===== config.mk =====
export PLATFORM = sky130hd
export DESIGN_NAME = ds1124_chain_driver
export DESIGN_NICKNAME = d
export VERILOG_FILES = /design/src/rtl/ds1124_pkg.sv /design/src/rtl/ds1124_tick_gen.sv /design/src/rtl/ds1124_chain_driver.sv
export SDC_FILE = /design/constraint.sdc
export NUM_CORES = 1
export LEC_CHECK = 0
export CAP_MARGIN = 20
export CORE_ASPECT_RATIO = 1.4
export CORE_MARGIN = 10
export CORE_UTILIZATION = 45
export DETAILED_ROUTE_END_ITERATION = 12
export GPL_TIMING_DRIVEN = 0
export PLACE_DENSITY_LB_ADDON = 0.05
export SLEW_MARGIN = 20
export SYNTH_ARGS = -nofsm -noshare
export SYNTH_HDL_FRONTEND = slang
export SYNTH_SLANG_ARGS = --single-unit

===== constraint.sdc =====
create_clock -name clk -period 3.7 [get_ports clk]
set_input_delay 1.11 -clock clk [delete_from_list [all_inputs] [get_ports clk]]
set_output_delay 1.11 -clock clk [all_outputs]
set_load 0.1 [all_outputs]

===== src/rtl/ds1124_pkg.sv =====
// Shared definitions for the DS1124 daisy-chain serial driver.
package ds1124_pkg;
  localparam int unsigned BITS_PER_DEV = 8;

  typedef enum logic [2:0] {
    IDLE,
    SETUP,
    SHIFT,
    HOLD,
    DONE
  } state_t;
endpackage


===== src/rtl/ds1124_tick_gen.sv =====
// Half-phase prescaler: tick marks the last system cycle of each CLK_DIV window.
module ds1124_tick_gen #(
  parameter int unsigned CLK_DIV = 4
) (
  input  logic clk,
  input  logic rst,
  input  logic restart,
  output logic tick
);
  localparam int unsigned CW = (CLK_DIV > 1) ? $clog2(CLK_DIV) : 1;

  logic [CW-1:0] cnt;

  always_ff @(posedge clk or posedge rst) begin
    if (rst) begin
      cnt <= '0;
    end else if (restart || cnt == CW'(CLK_DIV - 1)) begin
      cnt <= '0;
    end else begin
      cnt <= cnt + CW'(1);
    end
  end

  assign tick = (cnt == CW'(CLK_DIV - 1));
endmodule


===== src/rtl/ds1124_chain_driver.sv =====
// Serial write/read-back driver for a chain of DS1124 delay lines sharing one enable.
module ds1124_chain_driver
  import ds1124_pkg::*;
#(
  parameter int unsigned CLK_DIV = 4,
  parameter int unsigned NUM_DEV = 2
) (
  input  logic                            clk,
  input  logic                            rst,
  input  logic [NUM_DEV*BITS_PER_DEV-1:0] delay_values,
  input  logic                            en,
  input  logic                            read_delay,
  output logic                            ready,
  output logic                            ds1124_clk,
  output logic                            ds1124_d,
  output logic                            ds1124_e,
  input  logic                            ds1124_q,
  output logic [NUM_DEV*BITS_PER_DEV-1:0] current_delays,
  output logic                            read_valid,
  output logic                            mismatch
);
  localparam int unsigned W  = NUM_DEV * BITS_PER_DEV;
  localparam int unsigned BW = $clog2(W + 1);

  state_t          state;
  logic [W-1:0]    tx;
  logic [W-1:0]    capture;
  logic [W-1:0]    shadow;
  logic [BW-1:0]   bit_cnt;
  logic            is_write;
  logic            phase;
  logic            tick;
  logic            start;

  assign start = (state == IDLE) && ready && (en || read_delay);

  ds1124_tick_gen #(
    .CLK_DIV(CLK_DIV)
  ) u_tick (
    .clk    (clk),
    .rst    (rst),
    .restart(start),
    .tick   (tick)
  );

  always_ff @(posedge clk or posedge rst) begin
    if (rst) begin
      state          <= IDLE;
      ready          <= 1'b0;
      ds1124_clk     <= 1'b0;
      ds1124_d       <= 1'b0;
      ds1124_e       <= 1'b0;
      current_delays <= '0;
      read_valid     <= 1'b0;
      mismatch       <= 1'b0;
      tx             <= '0;
      capture        <= '0;
      shadow         <= '0;
      bit_cnt        <= '0;
      is_write       <= 1'b0;
      phase          <= 1'b0;
    end else begin
      read_valid <= 1'b0;
      case (state)
        IDLE: begin
          ready <= 1'b1;
          if (start) begin
            ready      <= 1'b0;
            ds1124_e   <= 1'b1;
            ds1124_clk <= 1'b0;
            is_write   <= en;
            tx         <= en ? delay_values : shadow;
            if (en) mismatch <= 1'b0;
            state      <= SETUP;
          end
        end
        SETUP: begin
          if (tick) begin
            ds1124_d <= tx[W-1];
            phase    <= 1'b0;
            bit_cnt  <= '0;
            state    <= SHIFT;
          end
        end
        SHIFT: begin
          if (tick) begin
            if (!phase) begin
              capture    <= {capture[W-2:0], ds1124_q};
              ds1124_clk <= 1'b1;
              phase      <= 1'b1;
            end else begin
              // Rotating rather than shifting leaves tx intact after W bits,
              // so it doubles as the value to commit into the shadow.
              tx         <= {tx[W-2:0], tx[W-1]};
              ds1124_clk <= 1'b0;
              phase      <= 1'b0;
              if (bit_cnt == BW'(W - 1)) begin
                state <= HOLD;
              end else begin
                bit_cnt  <= bit_cnt + BW'(1);
                ds1124_d <= tx[W-2];
              end
            end
          end
        end
        HOLD: begin
          if (tick) begin
            ds1124_e <= 1'b0;
            ds1124_d <= 1'b0;
            state    <= DONE;
          end
        end
        DONE: begin
          ready          <= 1'b1;
          read_valid     <= 1'b1;
          current_delays <= capture;
          if (is_write) begin
            shadow <= tx;
          end else if (capture != shadow) begin
            mismatch <= 1'b1;
          end
          state <= IDLE;
        end
        default: state <= IDLE;
      endcase
    end
  end
endmodule


==> qor.yml <==
place:
  hpwl_um: 6050
  io_buffer_count: 41
  dp.cells: 460
  place_congestion: 0.831
  place_ws_ns: 0.867
  dpl_cell_area_um2: 4520
setup_path:
  criticalPathCategory: "flip-flop to output port"
  path_cells: "clkdlybuf4s50_1"
  critical_path_required_ns: 2.59
  r2r_setup_slack_ns: 1.73
  cp_max_fo: 5
  crit_family: "buffers and inverters"
  worstSetupPathDepth: 1
  endpoint_kind: "output port"
  rr_endpoint: "bit_cnt[2]$_DFFE_PP0P_"
  slowest_stage: "clkdlybuf4s50_1"
  startpoint_type: "flip-flop"
  worst-path-buf-inv: 1
  r2r.worst_path.cells: 7
  reg2reg_from: "bit_cnt[0]$_DFFE_PP0P_"
  critical_path.max_stage_delay_ns: 1.16
  arrival_ns: 1.92
sta:
  hold-worst-slack_ns: 0.442
  fin_skew_ns: 0.00671
  fmax_mhz: 330
  rsz0062_at_grt: "false"
  worst_slew_pin_slew_ns: 0.976
  maxSlewViolCount: 0
  setup_slack_ns: 0.670
  fin_crit_sh: 0.819
  setup_viol: 0
  finalHoldViolCount: 0
  post-route-min-period_ns: 3.03
  slew_headroom: 0.347
hold_path:
  hp-class: "flip-flop to flip-flop"
  whs_path_depth: 1
  hold_end: "u_tick.cnt[0]$_DFF_PP0_"
  min_from: "u_tick.cnt[0]$_DFF_PP0_"
route:
  drtIter0Drc: 44
  drc: 0
  vias: 2539
  wl_per_cell_um: 17.5
  viasPerCell: 5.33
  wirelength_um: 8350
  antenna_left: 0
  first_pass_iters: 4
synth:
  synth_xor_area_frac: 0.0377
  avgSynthCellArea_um2: 12.6
  synth_compound_area_frac: 0.0650
  syn_inst: 313
  ys.flop_type: "dfrtp_1"
  synth-edff-count: 0
  synth-seq-cells: 82
  synth_fa_ha_area_frac: 0.00951
  netlist_area_um2: 3950
  yosys_warnings: 0
  async_reset_ff_frac: 1.00
  yosys.area_share.simple: 0.0786
  synth_nets: 337
  ys_types: 43
  ys_seq_area_frac: 0.520
  synth_top_family_by_area: "multiplexers"
  synth_mux_area_frac: 0.248
power:
  ir_worst_vdd_mv: 0.233
  power.density_nw_per_um2: 409
  p_leak_nw: 2.38
clock_tree:
  h-tree-depth: 3
  ctsResizeCount: 0
  insertion_delay_ns: 0.34
  root_buffer: "clkbuf_16"
  cts_buffers: 9
  clk_pin_slew_ns: 0.06
  cts_buffer_depth: 2
  cts_tree: "done"
  cts.sink_count: 82
  cts_hold_buf: 0
  post-cts-setup-buffers: 0
cells_and_area:
  drive_above_1_share: 0.280
  postLayoutCoreUtil: 0.568
  final_area_um2: 4860
  num_antenna_cells: 0
  fin_cells: 476
  nNetsFinal: 390
  syn_to_final_growth_pct: 23.2
floorplanning:
  die_h_um: 131
  rows: 40
  start_util: 0.461
  fp.dieArea_um2: 13000
  io_pins: 43
  fp.dieW_um: 99.2
  core_um2: 8560
grt:
  grt.total_usage: 0.138
  grt_max_degree: 56
  grt_first_pass_wirelength_um: 14200
  antenna_found_initial: 0
  grt_pass1_vias: 2767
  globalRouteOverflowTotal: 0
status:
  status: "completed"
run:
  cap_violations: 0
metrics by stage:
| stage | total power, mW | setup TNS [ns] |
|---|---|---|
| CTS | 2.02 | 0 |
| finish | 1.99 | 0 |
| global route | 2.05 | 0 |
| global placement | 0.990 | -78.35 |
| detailed placement | 0.994 | 0 |
| floorplan | 0.957 | 0 |
logic make-up (layout without fill, tap and decap cells):
kind of cell             count (synthesis)  after routing
buffers and inverters                   26             84
AND/OR/NAND/NOR                         60             60
adder cells (fa/ha/maj)                  3              3
AO/OA/AOI/OAI                           43             43
XOR/XNOR                                17             17
multiplexers                            82             82
flip-flops                              82             82
cell usage after synthesis (3+ instances only):
cell | number | share of area
a21oi_1 | 5 | 0.0063
and3_1 | 3 | 0.0048
buf_2 | 10 | 0.013
buf_6 | 5 | 0.014
clkbuf_1 | 3 | 0.0029
dfrtp_1 | 82 | 0.52
ha_1 | 3 | 0.0095
inv_1 | 6 | 0.0057
mux2_2 | 45 | 0.13
mux2_4 | 20 | 0.076
mux2i_1 | 17 | 0.043
nand2_1 | 24 | 0.023
nor2_1 | 10 | 0.0095
nor3_1 | 3 | 0.0038
nor4_1 | 4 | 0.0063
o21ai_0 | 27 | 0.034
xor2_1 | 16 | 0.035
power breakdown:
| group | leakage [nW] | switching [mW] | internal (mW) |
|---|---|---|---|
| Sequential | 0.995 | 0.00510 | 0.901 |
| Clock | 0.169 | 0.357 | 0.659 |
| Combinational | 1.22 | 0.0330 | 0.0364 |
| Total | 2.38 | 0.395 | 1.60 |
per-layer routing:
metal  share of wire  track usage  wire length (um)
met1            0.43        0.161              3570
met2            0.52        0.237              4340
met3           0.034       0.0300               282
met4           0.019       0.0659               158
met5               0            0                 0
state kept, by name, summed over array words and instances, names as in the netlist:
signal and cells:
bit_cnt 5, capture 16, current_delays 16, ds1124_clk 1, ds1124_d 1, ds1124_e 1
is_write 1, mismatch 1, phase 1, read_valid 1, ready 1, shadow 16
state 3, tx 16, u_tick.cnt 2
final cells by class:
| class | count | area (um^2) |
|---|---|---|
| flip-flops and latches | 82 | 2050 |
| clock inverters | 7 | 118 |
| plain buffers | 20 | 143 |
| clock buffers | 9 | 225 |
| repair buffers | 42 | 438 |
| fillers | 731 | 3700 |
| inverters | 6 | 25.0 |
| multi-input cells | 205 | 1730 |
| well taps | 105 | 131 |
layout by cell type (no fill, tap or decap), drive strengths merged, types with 3 or more instances in the layout:
cell type / n
xor2: 16
o21ai: 27
nor3: 3
mux2i: 17
nor4: 4
dfrtp: 82
a21oi: 5
clkdlybuf4s50: 41
nor2: 11
buf: 17
ha: 3
and3: 3
inv: 6
bufinv: 3
mux2: 65
clkbuf: 13
nand2: 25
clkinv: 4
worst max path at each step:
stage / slack, ns / startpoint / end
after floorplan: 0.48 / rst / bit_cnt[0]$_DFFE_PP0P_
after global placement: -0.96 / rst / tx[3]$_DFFE_PP0P_
after detailed placement: 0.87 / read_delay / tx[4]$_DFFE_PP0P_
after CTS: 0.65 / ready$_DFFE_PP0P_ / ready
after global routing: 0.60 / ready$_DFFE_PP0P_ / ready
final: 0.67 / ready$_DFFE_PP0P_ / ready
(Power assumes the default switching activity.)
